===== src/rtl/c499_enc.sv =====
`default_nettype none
// ============================================================================
//  Module   : c499_enc
//  Purpose  : Check-bit generator for the c499 SEC decoder, with a 2-entry
//             output queue and an armable single-bit error injector.
//  Revision : 1.0  initial release
// ============================================================================
module c499_enc (
   input  logic        CK,
   input  logic        RST_N,
   input  logic        IN_VALID,
   output logic        IN_READY,
   input  logic [31:0] IN_DATA,
   input  logic        INJ_ARM,
   input  logic [5:0]  INJ_POS,
   output logic        OUT_VALID,
   input  logic        OUT_READY,
   output logic [31:0] OUT_DATA,
   output logic [7:0]  OUT_CHECK,
   output logic        OUT_ERR_INJ,
   output logic [15:0] WORD_CNT
);

   // Each mask selects the 12 data bits whose parity forms one check bit.
   localparam logic [31:0] C_MASK [8] = '{
      32'h00FF_1111, 32'hFF00_2222, 32'h0F0F_4444, 32'hF0F0_8888,
      32'h1111_00FF, 32'h2222_FF00, 32'h4444_0F0F, 32'h8888_F0F0
   };

   logic [1:0]  r_count;
   logic        r_head;
   logic [31:0] r_data [2];
   logic [7:0]  r_chk  [2];
   logic [1:0]  r_err;
   logic        r_armed;
   logic [5:0]  r_pos;
   logic [15:0] r_word_cnt;

   logic        w_push;
   logic        w_pop;
   logic        w_tail;
   logic        w_eff_arm;
   logic [5:0]  w_eff_pos;
   logic [7:0]  w_raw_chk;
   logic [31:0] w_data_flip;
   logic [7:0]  w_chk_flip;
   logic        w_err;

   for (genvar i = 0; i < 8; i++) begin : g_chk
      assign w_raw_chk[i] = ^(IN_DATA & C_MASK[i]);
   end

   assign IN_READY  = (r_count != 2'd2);
   assign OUT_VALID = (r_count != 2'd0);
   assign w_push    = IN_VALID & IN_READY;
   assign w_pop     = OUT_VALID & OUT_READY;
   assign w_tail    = r_head ^ (r_count == 2'd1);
   assign w_eff_arm = r_armed | INJ_ARM;
   assign w_eff_pos = INJ_ARM ? INJ_POS : r_pos;

   always_comb begin
      w_data_flip = '0;
      w_chk_flip  = '0;
      w_err       = 1'b0;
      if (w_eff_arm) begin
         if (!w_eff_pos[5]) begin
            w_data_flip[w_eff_pos[4:0]] = 1'b1;
            w_err                       = 1'b1;
         end else if (w_eff_pos[4:3] == 2'b00) begin
            w_chk_flip[w_eff_pos[2:0]] = 1'b1;
            w_err                      = 1'b1;
         end
      end
   end

   always_ff @(posedge CK or negedge RST_N) begin
      if (!RST_N) begin
         r_count    <= 2'd0;
         r_head     <= 1'b0;
         r_err      <= 2'b00;
         r_armed    <= 1'b0;
         r_pos      <= 6'd0;
         r_word_cnt <= 16'd0;
         for (int k = 0; k < 2; k++) begin
            r_data[k] <= 32'd0;
            r_chk[k]  <= 8'd0;
         end
      end else begin
         if (w_push) begin
            r_data[w_tail] <= IN_DATA ^ w_data_flip;
            r_chk[w_tail]  <= w_raw_chk ^ w_chk_flip;
            r_err[w_tail]  <= w_err;
            r_word_cnt     <= r_word_cnt + 16'd1;
         end
         if (w_pop)
            r_head <= ~r_head;
         if (w_push && !w_pop)
            r_count <= r_count + 2'd1;
         else if (w_pop && !w_push)
            r_count <= r_count - 2'd1;
         // An accept consumes any arm, including one raised in the same cycle.
         if (w_push)
            r_armed <= 1'b0;
         else if (INJ_ARM)
            r_armed <= 1'b1;
         if (INJ_ARM)
            r_pos <= INJ_POS;
      end
   end

   assign OUT_DATA    = r_data[r_head];
   assign OUT_CHECK   = r_chk[r_head];
   assign OUT_ERR_INJ = r_err[r_head];
   assign WORD_CNT    = r_word_cnt;

endmodule
`default_nettype wire


===== config.mk =====
export PLATFORM = sky130hd
export DESIGN_NAME = c499_enc
export DESIGN_NICKNAME = d
export VERILOG_FILES = /design/src/rtl/c499_enc.sv
export SDC_FILE = /design/constraint.sdc
export NUM_CORES = 1
export LEC_CHECK = 0
export CAP_MARGIN = 20
export CORE_MARGIN = 3
export CORE_UTILIZATION = 50
export DETAILED_ROUTE_END_ITERATION = 10
export MAX_ROUTING_LAYER = met4
export PLACE_DENSITY = 0.76
export SYNTH_ARGS = -nofsm -noshare
export SYNTH_HDL_FRONTEND = slang
export SYNTH_SLANG_ARGS = --single-unit

===== constraint.sdc =====
create_clock -name CK -period 3.7 [get_ports CK]
set_clock_uncertainty 0.15 [all_clocks]
set_input_delay 0.74 -clock CK [delete_from_list [all_inputs] [get_ports CK]]
set_output_delay 0.74 -clock CK [all_outputs]
set_load 0.005 [all_outputs]

### Word level (Yosys, flattened, before mapping)

Cells that the tools add are included.

| word-level totals | value |
|---|---|
| register bits after elaboration | 108 |
| word-level logic and storage cells | 88 |
| output and inout port bits | 59 |
| bits of input ports | 43 |

| cells by class | value |
|---|---|
| $add $sub $neg | 3 |
| magnitude comparators | 10 |
| equal/unequal tests | 2 |
| mux-type cells | 34 |
| bitwise operators | 9 |
| reduce and logical (&&, ||, !) cells | 20 |

Operator list:

| cell | number |
|---|---|
| XOR reduction 32 bit | 8 |
| two-way mux 32 bit | 6 |
| bitwise mux 64 bit | 1 |
| two-way mux 8 bit | 7 |
| demux 32 bit (select 1 bit) | 1 |
| bitwise XOR 32 bit | 1 |
| adder 16 x 1 -> 16 bit, second input constant | 1 |
| bitwise mux 16 bit | 1 |
| two-way mux 1 bit | 10 |
| demux 8 bit (select 1 bit) | 1 |
| bitwise XOR 8 bit | 1 |
| logical AND 1 bit | 6 |
| < comparator 5 x 6 -> 1 bit, second input constant | 1 |
| two-way mux 6 bit | 1 |
| nonzero test 2 bit | 3 |
| demux 1 bit (select 5 bit) | 1 |
| >= comparator 5 x 1 -> 1 bit, second input constant | 1 |
| >= comparator 2 bit, second input constant | 2 |
| < comparator 1 x 2 -> 1 bit, second input constant | 2 |
| < comparator 3 x 4 -> 1 bit, second input constant | 1 |
| two-way mux 2 bit | 2 |
| NOT 1 -> 2 bit | 2 |
| demux 1 bit (select 3 bit) | 1 |
| >= comparator 3 x 1 -> 1 bit, second input constant | 1 |
| 14 further kinds | 16 |

### Depth between registers and ports, before layout

Gate-level depths: netlist of run 1.

| logic depth | value |
|---|---|
| word-level depth | 10 |
| depth in mapped cells | 9 |
| mapped depth without buffers | 9 |

### Least setup slack after synthesis of run 1

No wires, ideal clock.

| path | value |
|---|---|
| path type | input port to flip-flop |
| from | in INJ_ARM |
| to | reg r_data[28] (netlist bit) |
| slack | 1.540 ns |
| cell stages on the path | 6 |
| data arrival time | 1.879 ns |
| data required time | 3.420 ns |
| library setup time | 0.130 ns |
| buffers on the path | 1 |
| cells stage by stage | buf_6 > or4b_4 > a21oi_2 > nand2_1 > xor2_1 > o21ai_1 |

| between the ends | value |
|---|---|
| word-level cells in the longest chain between the ends | 9 |
| elaborated cells between the ends (all ways) | 11 |
| classes of those cells | 2 x order compare; 6 x mux; 2 x bitwise; 1 x reduce/logical |

RTL lines:

| element | RTL line | source |
|---|---|---|
| start: declaration | 14 | `input logic INJ_ARM,` |
| two-way mux 6 bit | 59 | `assign w_eff_pos = INJ_ARM ? INJ_POS : r_pos;` |
| < comparator 5 x 6 -> 1 bit (not written as such) / >= comparator 5 x 1 -> 1 bit (equally long branches) | 67 | `w_data_flip[w_eff_pos[4:0]] = 1'b1;` |
| logical AND 1 bit (not written as such) | 67 |  |
| two-way mux 1 bit (not written as such) | 67 |  |
| demux 1 bit (select 5 bit) | 67 |  |
| two-way mux 32 bit | 66 | `if (!w_eff_pos[5]) begin` |
| two-way mux 32 bit (*) | 65 | `if (w_eff_arm) begin` |
| bitwise XOR 32 bit (*) | 90 | `r_data[w_tail] <= IN_DATA ^ w_data_flip;` |
| bitwise mux 64 bit (*) | 90 |  |
| end signal: indexed assignment | 90 |  |
| end: declaration | 32 | `logic [31:0] r_data [2];` |

Every way passes the cells marked *; elsewhere a longest branch is shown, timed or not.
A chain may end at the register's enable or synchronous reset.

### Worst setup path in the final report of run 1

| path | value |
|---|---|
| from | reg r_head |
| to | out OUT_DATA[27] |

| between the ends | value |
|---|---|
| word-level cells in the longest chain between the ends | 4 |

RTL lines:

| element | RTL line | source |
|---|---|---|
| start: declaration | 31 | `logic r_head;` |
| start signal: assignment | 96 | `r_head <= ~r_head;` |
| NOT 1 -> 2 bit (not written as such) | 111 | `assign OUT_DATA = r_data[r_head];` |
| two-way mux 32 bit (not written as such) (3 in a row) | 111 |  |
| end: declaration | 18 | `output logic [31:0] OUT_DATA,` |

Every way passes these cells. The select of a mux whose other input is x is not followed.

==> impl_metrics.py, run 1 <==
metrics = {
    "run_status": {
        "outcome": "finished, final reports clean",
    },
    "drt": {
        "vias": 4486,
        "ant_nets": 0,
        "drc": 0,
        "drt_iter0_markers": 311,
        "dr.pass1.iters": 5,
        "wl_per_cell_um": 17.23,
        "via_per_inst": 5.372,
        "drt_wl_total_um": 14390,
    },
    "sta": {
        "finalCritPeriodShare_pct": 78.52,
        "timing.hold.ws_ns": 0.3123,
        "finalMaxSlewViolations": 0,
        "max_freq_mhz": 344.2,
        "setup_tns_ns": 0,
        "rsz0062_at_grt": "no",
        "slew_headroom_pct": 48.76,
        "worst_pin_slew_ns": 0.7687,
        "setup-violations-final": 0,
        "hold_viol": 0,
        "period_needed_ns": 2.905,
    },
    "critical_path": {
        "worstPathRequired_ns": 2.81,
        "path_max_fanout": 35,
        "crit_type": "flip-flop to output pin",
        "regToRegEndpoint": "WORD_CNT[13]",
        "reg2reg_slack_ns": 1.50,
        "path_cells": "buf_12 > mux2_2 > clkdlybuf4s50_1",
        "crit_path_start_kind": "flip-flop",
        "rr_worst_depth": 9,
        "r2r-start": "r_count[0]",
        "end_kind": "output pin",
        "worst_path_largest_cell_delay_ns": 0.53,
        "crit_slowest_cell": "dfrtp_2",
        "arrival_ns": 2.02,
    },
    "clock_network": {
        "root_buffer": "clkbuf_16",
        "cts_setup_buffers": 0,
        "cts_resized": 0,
        "insertion_delay_ns": 0.35,
        "clkTransAtPathRegs_ns": 0.07,
        "clock-sinks": 108,
        "htree_levels": 3,
        "cts_buffers": 9,
        "ctsHoldBuffers": 0,
        "cts_buffer_depth": 2,
        "tritoncts": "yes",
    },
    "synth": {
        "synth.avg_cell_area_sq_um": 10.10,
        "ys_dominant_reg_cell": "dfrtp_1",
        "yosysWarnings": 0,
        "yosys.cell_types.count": 36,
        "synth_fa_ha_area_share_pct": 1.058,
        "synth_top_cell_by_area": "dfrtp_1",
        "synth_edf_count": 0,
        "synth-simple-area-share_pct": 12.88,
        "yosys.cell_count.top_type": "nand2_1",
        "synth_top_family_by_area": "XOR/XNOR gates",
        "netlist_instances": 586,
        "synth.top_cell.area_share_pct": 45.69,
        "synthMuxAreaShare_pct": 10.43,
        "synth-xor-area-share_pct": 19.29,
        "async_reset_ff_share_pct": 100.0,
        "ys_seq_area_share_pct": 45.69,
        "syn_area_sq_mm": 0.005916,
        "synth_compound_area_share_pct": 8.312,
        "synthTopCellsByArea": "dfrtp_1 46%, xnor2_1 12%, mux2_2 9.7%",
        "synth.net_count": 634,
        "ys_seq_elements": 108,
        "synthTopCellsByCount": "111 x nand2_1, 108 x dfrtp_1, 80 x xnor2_1",
    },
    "pwr": {
        "ir_drop_mv": 0.5186,
        "p_leak_uw": 0.003141,
        "p_per_area_mw_per_mm2": 792.8,
    },
    "global_route": {
        "gr-total-overflow": 0,
        "grt_pass1_wl_um": 23560,
        "grt_max_degree": 61,
        "grt_pass1_vias": 4511,
        "grt_use_total_pct": 23.64,
        "antenna_found_initial": 0,
    },
    "die": {
        "ios": 102,
        "initial_core_util_pct": 51.59,
        "die_y_um": 114.8,
        "die_x_um": 114.8,
        "rows": 39,
        "core_sq_mm": 0.01147,
        "die_area_sq_mm": 0.01317,
    },
    "place": {
        "dp_hpwl_um": 10750,
        "io_buffer_count": 101,
        "finalWeightedCongestion": 0.9493,
    },
    "cells_and_area": {
        "antenna_cells": 0,
        "nets": 735,
        "syn_to_final_growth_pct": 26.52,
        "final_layout_size_suffix_gt1_share_pct": 12.72,
    },
    "min_path": {
        "hp-class": "primary input to asynchronous set/reset pin",
    },
    "run": {
        "max-cap-violations": 0,
    },
}
[sequential cells by signal, summed over array words and instances (netlist names)]
signal	count
r_count	2
r_chk	16
r_err	2
r_pos	6
r_data	64
WORD_CNT	16
r_armed	1
r_head	1
[cell families after synthesis]
| kind of cell | Yosys count |
|---|---|
| multiplexers | 54 |
| AND/OR/NAND/NOR | 175 |
| buffers and inverters | 34 |
| AO/OA/AOI/OAI | 94 |
| adder cells (fa/ha/maj) | 5 |
| XOR/XNOR | 116 |
| flip-flops | 108 |
[placed cells by master, fill, tap and decap left out, types with 4 or more instances in the layout]
cell	synthesis	final
a21oi_1	5	5
dfrtp_1	108	107
nand3_1	14	14
inv_1	11	11
clkdlybuf4s50_1	0	100
o21ai_1	31	31
xnor2_1	80	80
ha_1	5	5
nor2_1	28	28
clkbuf_16	0	9
nand2_1	111	109
o21ai_0	53	53
nand4_1	4	4
buf_4	0	9
xnor3_1	8	8
mux2_2	51	51
xor2_1	26	26
[how the worst max path moves through the flow]
stage	start	to	slack (ns)	depth (start not counted)
6_report	r_head	OUT_DATA[27]	0.79	3
2_1_floorplan	INJ_ARM	r_data[28]	1.54	6
5_1_grt	r_head	OUT_DATA[27]	0.72	3
3_3_place_gp	INJ_ARM	r_data[58]	0.75	8
3_5_place_dp	INJ_ARM	r_data[26]	0.67	8
4_1_cts	r_head	OUT_DATA[27]	0.76	3
[where the power goes]
group	internal [uW]	leakage [uW]	switching [uW]
registers	1690	0.00134	296
clock network	683	0.000166	437
logic	1560	0.00164	1270
total	3930	0.00314	2000
[routing by layer]
metal  track usage, %  routed length, um  vias to the layer above  share of wire (%)
met1            32.06               6600                     2179                 46
li1                 -                  -                     2165                  -
met4            6.182                212                        0                1.5
met2            36.98               6878                      122                 48
met3            4.368                699                       20                4.9
met5                -                  0                        -                  0
[critical path, delay by kind of cell, from the launching register on]
family | cells | cell delay (ns)
buffers and inverters | 2 | 0.75
flip-flops | 1 | 0.53
multiplexers | 1 | 0.38
[per-stage QoR]
| step | cell area [sq um] | setup slack (ns) | cells | util (%) | power [uW] |
|---|---|---|---|---|---|
| 2_1_floorplan | 5916 | 1.540 | 586 | - | 3535 |
| 3_3_place_gp | 7136 | 0.7465 | 819 | 62.23 | 4728 |
| 3_5_place_dp | 7136 | 0.6696 | 819 | 62.23 | 4848 |
| 4_1_cts | 7485 | 0.7609 | 835 | 65.27 | 5982 |
| 5_1_grt | 7485 | 0.7175 | 835 | 65.27 | 6334 |
| 6_report | 7485 | 0.7949 | 835 | 65.27 | 5934 |
[layout make-up]
cell class | count | area [sq um]
multi-input combinational | 444 | 3079
inverter | 12 | 45.04
clock inverter | 5 | 106.4
fill | 924 | 3983
timing repair buffer | 112 | 1129
clock buffer | 11 | 242.7
tap | 143 | 178.9
sequential | 108 | 2704
(Power assumes the default switching activity.)
==> inputs of run 2 (changes only) <==
--- a/config.mk
+++ b/config.mk
@@ -7,7 +7,7 @@
 export LEC_CHECK = 0
 export CAP_MARGIN = 20
 export CORE_MARGIN = 3
-export CORE_UTILIZATION = 50
+export CORE_UTILIZATION = 48
 export DETAILED_ROUTE_END_ITERATION = 10
 export MAX_ROUTING_LAYER = met4
 export PLACE_DENSITY = 0.76
==> constraint.sdc (replaced) <==
create_clock -name CK -period 2.59 [get_ports CK]
set_clock_uncertainty 0.15 [all_clocks]
set_input_delay 0.518 -clock CK [delete_from_list [all_inputs] [get_ports CK]]
set_output_delay 0.518 -clock CK [all_outputs]
set_load 0.005 [all_outputs]
==> run 2 against run 1 <==
Global-route usage rose by 0.46 points. Critical path depth did not move. Wire length rose by 8.7%. Largest cell class unchanged.
==> impl_metrics.py, run 2 (same netlist as run 1, synthesis figures left out) <==
metrics = {
    "sta": {
        "slew_headroom_pct": 60.03,
        "period_needed_ns": 2.553,
        "max_freq_mhz": 391.7,
        "setup-violations-final": 0,
        "finalMaxSlewViolations": 0,
        "rsz0062_at_grt": "no",
        "worst_pin_slew_ns": 0.5932,
        "timing.hold.ws_ns": 0.01717,
        "finalCritPeriodShare_pct": 98.56,
        "hold_viol": 0,
    },
    "critical_path": {
        "reg2reg_slack_ns": 0.32,
        "crit_type": "flip-flop to output pin",
        "worstPathRequired_ns": 1.92,
        "arrival_ns": 1.88,
        "crit_path_start_kind": "flip-flop",
        "path_max_fanout": 22,
        "end_kind": "output pin",
        "path_delay_family": "buffers and inverters",
        "rr_worst_depth": 9,
        "worst-path-stages": 3,
        "worst_path_largest_cell_delay_ns": 0.47,
        "crit_slowest_cell": "clkdlybuf4s50_1",
        "crit_buf_inv": 2,
        "path_cells": "clkbuf_16 > mux2_2 > clkdlybuf4s50_1",
    },
    "clock_network": {
        "root_buffer": "clkbuf_16",
        "insertion_delay_ns": 0.36,
        "clkTransAtPathRegs_ns": 0.07,
        "cts_buffers": 9,
        "cts_buffer_depth": 2,
        "cts_setup_buffers": 0,
        "tritoncts": "yes",
        "clock-sinks": 108,
        "htree_levels": 3,
    },
    "drt": {
        "route.met3.wl_um": 668,
        "ant_nets": 0,
        "vias": 4699,
        "via_per_inst": 5.364,
        "drt-met1-wl_um": 7118,
        "wl_per_cell_um": 17.86,
        "drc": 0,
        "dr.max_layer_used": "met4",
        "met2_length_um": 7678,
        "drt_wl_total_um": 15650,
        "drt_iter0_markers": 308,
        "dr.pass1.iters": 5,
    },
    "place": {
        "io_buffer_count": 101,
        "placed_area_sq_mm": 0.007461,
        "finalWeightedCongestion": 0.9089,
        "dp_hpwl_um": 11370,
    },
    "min_path": {
        "hp-class": "primary input to asynchronous set/reset pin",
    },
    "pwr": {
        "p_per_area_mw_per_mm2": 1112,
        "ir_drop_mv": 0.7323,
        "intPower_uw": 5712,
        "p_switching_uw": 3006,
        "p_sw_share_pct": 34.48,
        "p_leak_uw": 0.003383,
        "pwr-share-clk_pct": 18.5,
        "power_frac_comb_pct": 49.1,
        "seq_power_share_pct": 32.5,
    },
    "cells_and_area": {
        "antenna_cells": 0,
        "layout_commonest_cell": "nand2_1",
        "final_area_sq_mm": 0.007839,
        "nFillCells": 912,
        "largest_register_ff_count": 64,
        "final_cell_mix": "109 x nand2_1, 107 x dfrtp_1, 98 x clkdlybuf4s50_1, 80 x xnor2_1, 53 x o21ai_0",
        "final_layout_size_suffix_gt1_share_pct": 17.60,
        "nets": 776,
        "syn_to_final_growth_pct": 32.51,
        "regMostFlops": "r_data",
    },
    "global_route": {
        "grt_pass1_wl_um": 24430,
        "grt_pass1_vias": 4825,
        "gr-total-overflow": 0,
        "grt_max_degree": 74,
        "antenna_found_initial": 0,
        "grt_use_total_pct": 24.11,
    },
    "run_status": {
        "outcome": "finished, final reports clean",
    },
    "die": {
        "rows": 39,
        "die_area_sq_mm": 0.01369,
        "ios": 102,
        "die_y_um": 117.0,
        "core_sq_mm": 0.01171,
        "die_x_um": 117.0,
        "initial_core_util_pct": 50.51,
    },
    "run": {
        "max-cap-violations": 0,
    },
}
[run 2: metrics by stage]
stage | setup slack (ns) | total power, uW | cells | utilization [%] | setup TNS [ns]
after floorplan | 0.6523 | 5050 | 586 | - | 0
after global placement | -0.07379 | 6882 | 859 | 63.71 | -0.3941
after detailed placement | -0.09429 | 7063 | 859 | 63.71 | -1.530
after CTS | 0.02402 | 8722 | 875 | 66.68 | 0
after global routing | 0.0002545 | 9303 | 876 | 66.93 | 0
final | 0.03721 | 8718 | 876 | 66.93 | 0
[run 2: layout make-up]
cell class	count	area (sq um)	area share, %
clock buffers	10	229.0	2.921
multi-input cells	444	3079	39.28
well taps	143	178.9	2.283
repair buffers	153	1484	18.93
clock inverters	6	118.9	1.516
inverters	12	45.04	0.5746
flip-flops and latches	108	2704	34.49
[run 2: routing by layer]
layer	track usage (%)	vias to the layer above
met2	39.06	120
met3	3.856	15
met4	6.116	0
li1	-	2236
met1	31.93	2328
met5	-	-
[run 2: worst paths after layout]
kind                                  from      endpoint
worst min-delay path                 RST_N  WORD_CNT[11]
min in group CK                 r_data[10]    r_data[10]
max in group asynchronous            RST_N     r_chk[14]
worst max register to register  r_count[0]  WORD_CNT[13]
worst max-delay path                r_head  OUT_CHECK[6]
worst min register to register  r_data[10]    r_data[10]
[run 2: power groups by stage]
stage,Sequential [uW],Clock [uW],Combinational [uW]
floorplan,2710,0,2340
global route,2920,1710,4680
finish,2830,1610,4280
CTS,2810,1630,4280
global placement,2770,0,4110
detailed placement,2840,0,4230
[run 2: repair_timing]
item	4_1_cts	5_1_grt
setup endpoints to repair	0	16
hold buffers	0	0
resized for setup	0	2
